--- src/rtl/period_meter_pkg.sv ---
// Shared definitions for the period meter: FSM state encoding.
// Kept in a package so other blocks that observe the meter's state agree on the encoding.
package period_meter_pkg;

    typedef logic [0:0] state_t;

    localparam state_t ST_SYNC = 1'b0;
    localparam state_t ST_MEAS = 1'b1;

endpackage

--- src/rtl/period_meter_sync_edge_det.sv ---
// Two-flop synchronizer plus one delay flop, with rising/falling edge detect.
// Reusable for any slow asynchronous level that must be brought into the clk domain.
module sync_edge_det (
    input  logic clk,
    input  logic reset,
    input  logic d,
    output logic q,
    output logic rise,
    output logic fall
);

    logic s1;
    logic s2;
    logic s3;

    // NOTE: sequential state uses non-blocking assignments so every flop samples pre-edge values.
    always_ff @(posedge clk) begin
        if (reset) begin
            s1 <= 1'b0;
            s2 <= 1'b0;
            s3 <= 1'b0;
        end else begin
            s1 <= d;
            s2 <= s1;
            s3 <= s2;
        end
    end

    assign q    = s2;
    assign rise = s2 & ~s3;
    assign fall = ~s2 & s3;

endmodule

--- src/rtl/period_meter.sv ---
// Measures period and high time of a slow asynchronous square wave in clk cycles,
// flags whether the period is within tolerance, and times out when edges stop.
module period_meter
    import period_meter_pkg::*;
#(
    parameter int CNT_W      = 16,
    parameter int TIMEOUT    = 1000,
    parameter int EXP_PERIOD = 2,
    parameter int TOL        = 0
) (
    input  logic             clk,
    input  logic             reset,
    input  logic             sig_in,
    output logic [CNT_W-1:0] period_out,
    output logic [CNT_W-1:0] high_out,
    output logic             valid,
    output logic             in_range,
    output logic             timeout,
    output logic             active
);

    localparam logic [CNT_W-1:0] TIMEOUT_C = CNT_W'(TIMEOUT);

    // Window bounds carry one extra bit so EXP_PERIOD+TOL cannot wrap; the low
    // bound is clamped at zero instead of underflowing when TOL > EXP_PERIOD.
    localparam int LO_I = (TOL > EXP_PERIOD) ? 0 : EXP_PERIOD - TOL;
    localparam int HI_I = EXP_PERIOD + TOL;
    localparam logic [CNT_W:0] LO_C = (CNT_W+1)'(LO_I);
    localparam logic [CNT_W:0] HI_C = (CNT_W+1)'(HI_I);

    logic             sig_s;
    logic             rise;
    logic             fall_unused;
    state_t           state;
    logic [CNT_W-1:0] cnt;
    logic [CNT_W-1:0] hcnt;
    logic [CNT_W:0]   cnt_ext;

    sync_edge_det u_sync (
        .clk   (clk),
        .reset (reset),
        .d     (sig_in),
        .q     (sig_s),
        .rise  (rise),
        .fall  (fall_unused)
    );

    assign cnt_ext = {1'b0, cnt};
    assign active  = (state == ST_MEAS);

    // NOTE: only control and result registers are reset; there is no memory here that would need it.
    always_ff @(posedge clk) begin
        if (reset) begin
            state      <= ST_SYNC;
            cnt        <= '0;
            hcnt       <= '0;
            period_out <= '0;
            high_out   <= '0;
            valid      <= 1'b0;
            in_range   <= 1'b0;
            timeout    <= 1'b0;
        end else begin
            valid   <= 1'b0;
            timeout <= 1'b0;
            if (state == ST_SYNC) begin
                if (rise) begin
                    state <= ST_MEAS;
                    cnt   <= CNT_W'(1);
                    hcnt  <= CNT_W'(1);
                end else begin
                    cnt  <= '0;
                    hcnt <= '0;
                end
            end else begin
                // A rise on the timeout cycle still completes a normal measurement.
                if (rise) begin
                    period_out <= cnt;
                    high_out   <= hcnt;
                    in_range   <= (cnt_ext >= LO_C) && (cnt_ext <= HI_C);
                    valid      <= 1'b1;
                    cnt        <= CNT_W'(1);
                    hcnt       <= CNT_W'(1);
                end else if (cnt == TIMEOUT_C) begin
                    timeout <= 1'b1;
                    state   <= ST_SYNC;
                    cnt     <= '0;
                    hcnt    <= '0;
                end else begin
                    cnt  <= cnt + CNT_W'(1);
                    hcnt <= hcnt + CNT_W'(sig_s);
                end
            end
        end
    end

endmodule

--- config.mk ---
export PLATFORM = sky130hd
export DESIGN_NAME = period_meter
export DESIGN_NICKNAME = d
export VERILOG_FILES = /design/src/rtl/period_meter_pkg.sv /design/src/rtl/period_meter_sync_edge_det.sv /design/src/rtl/period_meter.sv
export SDC_FILE = /design/constraint.sdc
export NUM_CORES = 1
export LEC_CHECK = 0
export ABC_AREA = 1
export CAP_MARGIN = 25
export CORE_MARGIN = 2
export CORE_UTILIZATION = 30
export CTS_CLUSTER_DIAMETER = 30
export DETAILED_ROUTE_END_ITERATION = 12
export SLEW_MARGIN = 10
export SYNTH_ARGS = -nofsm -noshare
export SYNTH_HDL_FRONTEND = slang
export SYNTH_SLANG_ARGS = --single-unit
--- constraint.sdc ---
create_clock -name clk -period 2.9 [get_ports clk]
set_input_delay 0.435 -clock clk [delete_from_list [all_inputs] [get_ports clk]]
set_output_delay 0.435 -clock clk [all_outputs]
set_load 0.01 [all_outputs]
Yosys cells after proc, flatten, opt, wreduce, memory -nomap -nowiden
Index checks and enable logic that the tools add are counted.
{"block": "op_classes", "n_lt_le_gt_ge": 2, "mul": 0, "mux": 12, "div_mod_pow": 0, "shifts": 0, "n_eq_ne": 1, "bitwise": 3, "addsub": 2, "reduce_logical": 4}
{"operator": "16-bit 2-to-1 mux", "n": 6}
{"operator": "16-bit by 1-bit adder with 16-bit output", "n": 1}
{"operator": "16-bit by 1-bit adder with 16-bit output, second input constant", "n": 1}
{"operator": "16-bit by 10-bit equality test with 1-bit output, second input constant", "n": 1}
{"operator": "16-bit by 2-bit greater-or-equal comparator with 1-bit output, second input constant", "n": 1}
{"operator": "16-bit by 2-bit <= comparator with 1-bit output, second input constant", "n": 1}
{"operator": "1-bit 2-to-1 mux", "n": 6}
{"operator": "3-bit OR reduction", "n": 1}
{"operator": "1-bit NOT", "n": 2}
{"operator": "2-bit AND reduction", "n": 1}
{"operator": "2-bit OR reduction", "n": 1}
{"operator": "1-bit AND", "n": 1}
{"operator": "1-bit logical AND", "n": 1}
{"block": "totals", "elab_cells": 35, "n_memories": 0, "mem_bits_ro": 0, "latchBits": 0, "reg_bits": 71, "inputBits": 3, "ramBits": 0, "out_inout_bits": 36}

Longest topological paths before layout
Gate-level depths: netlist of the first run.
{"block": "logic_depth", "depth_word": 4, "depth_mapped": 9, "depth_no_buf": 8}

Modules after synthesis
From an unflattened synthesis of the first run, not the netlist that was laid out.
{"block": "unflattened", "cells_unflattened": 380, "hier_area_um2": 2887.8}
{"module": "period_meter", "area_each_um2": 2793.9, "cells_per_inst": 368, "instances": 1}
{"module": "sync_edge_det", "area_each_um2": 93.8, "cells_per_inst": 12, "instances": 1}

Worst setup path after synthesis of the first run
Ideal clock, no wire load.
{"block": "synth_timing", "path_type": "reg2reg", "from": "reg u_sync.s2 (netlist: u_sync.q)", "to": "reg hcnt[8]", "path_stages_with_launch": 8, "path_slack_ns": 1.576, "required_time_ns": 2.830, "setup_ns": 0.070, "arrival_ns": 1.254, "synth_period_minus_slack_ns": 1.324, "path_cell_list": "dfxtp_1 ha_1 ha_1 nand2_1 nor2_2 nand2_1 or2_0 a21oi_1"}
{"block": "synth_via", "elab_chain_len": 4}
{"element": "start, declared", "line": "period_meter_sync_edge_det.sv:13", "source": "logic s2;"}
{"element": "start signal, assigned", "line": "period_meter_sync_edge_det.sv:20", "source": "s2 <= 1'b0;"}
{"element": "start signal, assigned", "line": "period_meter_sync_edge_det.sv:24", "source": "s2 <= s1;"}
{"element": "16-bit by 1-bit adder with 16-bit output", "line": "period_meter.sv:90", "source": "hcnt <= hcnt + CNT_W'(sig_s);"}
{"element": "16-bit 2-to-1 mux", "line": "period_meter.sv:83", "source": "end else if (cnt == TIMEOUT_C) begin"}
{"element": "16-bit 2-to-1 mux *", "line": "period_meter.sv:76", "source": "if (rise) begin"}
{"element": "16-bit 2-to-1 mux *", "line": "period_meter.sv:65", "source": "if (state == ST_SYNC) begin"}
{"element": "end signal, assigned", "line": "period_meter.sv:90"}
{"element": "end, declared", "line": "period_meter.sv:36", "source": "logic [CNT_W-1:0] hcnt;"}
Mark *: on every way between the ends. The rest lies on a longest branch, timed or not.
A chain may end at the register's enable or synchronous reset.

==> impl_metrics.ini, run 1 <==
[placed_design]
hpwl_um = 4842
dp_cells = 568
place.gp.congestion = 0.8219
numPortBuffers = 38

[timing]
min_period_over_period = 0.6633
fin_crit_ns = 1.924
hold_viol = 0
rsz0062_at_grt = false
tightestPinTransition_ns = 0.7399
skew_ns = 0.005935
maxSlewViolCount = 0
setup_viol = 0
fmax_mhz = 519.9
final.setup.tns_ns = 0
max-slew-margin-rel = 0.5060

[floorplanning]
die_y_um = 104.8
ios = 39
core-area_um2 = 9819
rows = 36
die_area_um2 = 10970
fp.dieW_um = 104.8
start_util = 0.3101

[yosys]
syn-mean-instance-area_um2 = 7.446
synthCells = 409
yosys_warnings = 0
ys_ff_latch = 71
synthesis.area_um2 = 3045
ys_seq_area_frac = 0.4667
synth_fp_nets = 417
netlist-cell-type-count = 26

[layout]
syn_to_final_growth_pct = 20.75
final_cell_mix = 89 x nand2_1, 71 x dfxtp_1, 52 x nor2_1
drive_gt1_frac = 0.09333
post-route-util = 0.3745
nets = 454
final_common_cell = nand2_1
fin_cells = 583
insertedDiodeCount = 0

[detailed_routing]
wire_per_inst_um = 11.52
vias = 2568
drc_errors = 0
first_pass_iters = 4
drtIter0Drc = 133
antenna_left = 0
avgViaCountPerCell = 4.405
drt-total-wl_um = 6717

[clock_tree]
clk_pin_slew_ns = 0.07
cts_buffers = 9
postCtsHoldBufs = 0
cts.sinks = 71
worstSkewPairLatency_ns = 0.35
cts_buffer_depth = 2
cts.htree.levels = 3
ctsResizeCount = 0
cts_tree = yes
cts_setup_buffers = 0
root_buffer = clkbuf_8

[outcome]
outcome = complete, no violations

[global_routing]
met2_usage = 0.1869
antenna_found_initial = 0
top_usage_layer = met2
met1_usage = 0.1836
grt_max_degree = 55
overflow = 0
grtUsageMet3 = 0.04055
gr-usage-all-layers = 0.1328
grt_pass1_wl_um = 11720
grt_pass1_vias = 2464

[critical_path]
cp_max_fo = 29
crit_path_max_incr_delay_ns = 0.53
worstPathArrival_ns = 2.13
worstSetupPathType = primary input to register
critPathCaptureType = register
cp_cell_sequence = clkdlybuf4s50_1 > clkinv_2 > nand2_1 > nor2_2 > nand2_2 > nor2_1
cpMaxStageDelayCell = nand2_2
cp-start-kind = primary input
required_ns = 3.11

[min_path]
hp-class = register to register

[power]
powerDensity_nw_per_um2 = 466.8
leakagePower_nw = 1.274
irDropWorstVdd_uv = 185.6

[job]
maxCapViolations = 0
stage by stage:
stage          hold slack (ns)  setup slack [ns]  instance area (µm²)  power [mW]
2_1_floorplan           0.3883             1.576                 3045       1.040
3_3_place_gp            0.4028            0.6481                 3512       1.056
3_5_place_dp            0.4146            0.5935                 3512       1.056
4_1_cts                 0.4302            0.9726                 3677       1.740
5_1_grt                 0.4455            0.7551                 3677       1.785
6_report                0.4243            0.9764                 3677       1.716
synth_stat cells (all sizes together):
| library cell | n | area [µm²] |
|---|---|---|
| dfxtp | 71 | 1421 |
| buf | 9 | 72.57 |
| ha | 5 | 62.56 |
| clkbuf | 4 | 15.01 |
| nor3 | 4 | 20.02 |
| xor2 | 3 | 26.28 |
| xnor2 | 3 | 26.28 |
| nand2 | 95 | 371.6 |
| clkinv | 1 | 5.000 |
| or2 | 4 | 25.03 |
| a21oi | 53 | 302.8 |
| nor2 | 58 | 242.7 |
| inv | 46 | 172.7 |
| nand4 | 9 | 56.30 |
| o21ai | 24 | 120.1 |
| o21bai | 2 | 15.01 |
| nand3 | 18 | 90.09 |
registers in the layout, summed over array words and instances, names as in the netlist:
signal	flops
timeout	1
u_sync.q	1
period_out	16
in_range	1
cnt	16
u_sync.s1	1
active	1
high_out	16
hcnt	16
u_sync.s3	1
valid	1
critical path: cells and delay by family:
kind | cells | cell delay (ns)
simple gates | 4 | 0.93
buf+inv | 2 | 0.75
power by group:
part	switching [mW]	internal [mW]	leakage, nW
clock network	0.355	0.328	0.0785
logic	0.0286	0.0176	0.623
registers	0.00530	0.982	0.573
total	0.389	1.33	1.27
cell families (layout without fill, tap and decap cells):
group	after synthesis	in the layout	share of synthesized area
xor gates and xnor gates	6	6	0.01726
AOI/OAI and AO/OA	79	79	0.1438
adders and majority gates	5	5	0.02054
and+or+nand+nor	188	188	0.2646
buffers and inverters	60	101	0.08709
DFF	71	71	0.4667
area by class of cell:
cell class | instances | area (µm²)
Tap cell | 133 | 166.4
Inverter | 47 | 177.7
Fill cell | 1078 | 6142
Clock buffer | 12 | 145.1
Multi-Input combinational cell | 278 | 1359
Timing Repair Buffer | 39 | 387.9
Clock inverter | 3 | 20.02
Sequential cell | 71 | 1421
final timing paths:
path                                            from                  end  slack [ns]  cells after the start
worst min register to register  u_sync.s1$_SDFF_PP0_  u_sync.q$_SDFF_PP0_        0.42                      2
worst max-delay path                           reset   hcnt[6]$_SDFF_PP0_        0.98                      6
worst min-delay path            u_sync.s1$_SDFF_PP0_  u_sync.q$_SDFF_PP0_        0.42                      2
worst max register to register     cnt[0]$_SDFF_PP0_   hcnt[6]$_SDFF_PP0_        1.05                      7
layer usage:
layer	up-vias	share of wire
li1	1376	-
met1	1137	0.54
met2	46	0.40
met3	9	0.043
met4	0	0.019
met5	-	0
Power figures use the tool's default switching activity.
==> run 2, diff against run 1 <==
Clock period 2.9 ns to 1.85 ns, I/O delays scaled along.
==> run 2 against run 1 <==
  * Combinational power up 72%
  * Critical endpoint is now active
  * Critical path depth down 5
  * Design area up 1.8%
  * Clock power up 60%
  * Non-clock buffer count up 6
  * Critical path type is now register to primary output
==> impl_metrics.ini, run 2 (synthesis results as in run 1) <==
[critical_path]
reg2reg_from = u_sync.q$_SDFF_PP0_
required_ns = 1.57
worstSetupPathType = register to primary output
cp_max_fo = 3
critPathCaptureType = primary output
path_delay_family = buffers and inverters
cpMaxStageDelayCell = clkdlybuf4s50_1
crit_path_max_incr_delay_ns = 0.55
worstPathArrival_ns = 1.27
cp_cell_sequence = clkdlybuf4s50_1
crit_buf_inv = 1
cp-start-kind = register
crit_start = active$_SDFF_PP0_

[layout]
fill_cells = 1081
final_cell_mix = 89 x nand2_1, 71 x dfxtp_1, 52 x nor2_1
register_area_um2 = 1421
insertedDiodeCount = 0
fin_cells = 590
multiInputGateArea_um2 = 1359
syn_to_final_growth_pct = 22.93
final_area_um2 = 3744
post-route-util = 0.3812
drive_gt1_frac = 0.1116
nets = 460
final_common_cell = nand2_1

[clock_tree]
postCtsHoldBufs = 0
cts.htree.levels = 3
root_buffer = clkbuf_8
worstSkewPairLatency_ns = 0.34
cts_buffers = 9
clk_pin_slew_ns = 0.08
cts_setup_buffers = 0
cts_buffer_depth = 2
ctsResizeCount = 0
cts_tree = yes
cts.sinks = 71

[global_routing]
grt_max_degree = 42
grt_pass1_wl_um = 12100
overflow = 0
gr-usage-all-layers = 0.1354
grt_pass1_vias = 2573
met1_usage = 0.1912
antenna_found_initial = 0
met2_usage = 0.1892
top_usage_layer = met1
grtUsageMet3 = 0.03431

[floorplanning]
die_y_um = 104.8
ios = 39
start_util = 0.3101
fp.dieW_um = 104.8
rows = 36
die_area_um2 = 10970
core-area_um2 = 9819

[outcome]
outcome = complete, no violations

[timing]
skew_ns = 0.008059
hold_viol = 0
maxSlewViolCount = 0
max-slew-margin-rel = 0.8015
fmax_mhz = 645.9
fin_crit_ns = 1.548
setup_ws_ns = 0.3018
holdWs_ns = 0.4262
rsz0062_at_grt = false
setup_viol = 0
final.setup.tns_ns = 0
min_period_over_period = 0.8369
tightestPinTransition_ns = 0.2966

[detailed_routing]
antenna_left = 0
avgViaCountPerCell = 4.429
drtIter0Drc = 136
first_pass_iters = 5
vias = 2613
drt-total-wl_um = 6730
drc_errors = 0
wire_per_inst_um = 11.41

[placed_design]
numPortBuffers = 38
place.gp.congestion = 0.8633
dp_cells = 574
hpwl_um = 4929
pre_cts_ws_ns = 0.2891
placed_cell_area_um2 = 3570

[power]
leakagePower_nw = 1.319
finalPower_mw = 2.719
powerDensity_nw_per_um2 = 726.4
irDropWorstVdd_uv = 342.6

[min_path]
min_from = u_sync.s1$_SDFF_PP0_
hp-class = register to register

[job]
maxCapViolations = 0
-- run 2: layout make-up --
cell class | instances | area share
Clock inverter | 6 | 0.009693
Multi-Input combinational cell | 278 | 0.3630
Timing Repair Buffer | 45 | 0.1190
Tap cell | 133 | 0.04445
Sequential cell | 71 | 0.3797
Clock buffer | 10 | 0.03676
Inverter | 47 | 0.04746
-- run 2: worst register-to-register path, stage by stage (launching register included) --
cell	delay [ns]
dfxtp_1	0.35
ha_1	0.18
ha_1	0.17
nand2_1	0.11
nor2_2	0.19
nand2_1	0.12
or2_0	0.21
a21oi_1	0.11
-- run 2: path summary, 6_finish.rpt --
check / to / slack, ns / cells after the start
max: active / 0.30 / 1
min: u_sync.q$_SDFF_PP0_ / 0.43 / 2
max reg2reg: hcnt[8]$_SDFF_PP0_ / 0.35 / 7
min reg2reg: u_sync.q$_SDFF_PP0_ / 0.43 / 2
-- run 2: power breakdown --
group          switching (mW)  internal, mW
Sequential            0.00822          1.54
Combinational          0.0462        0.0333
Clock                   0.577         0.515
-- run 2: per-layer routing --
| metal | part of all wire | up-vias |
|---|---|---|
| met4 | 0.019 | 0 |
| met3 | 0.054 | 11 |
| li1 | - | 1391 |
| met5 | 0 | - |
| met2 | 0.39 | 65 |
| met1 | 0.53 | 1146 |
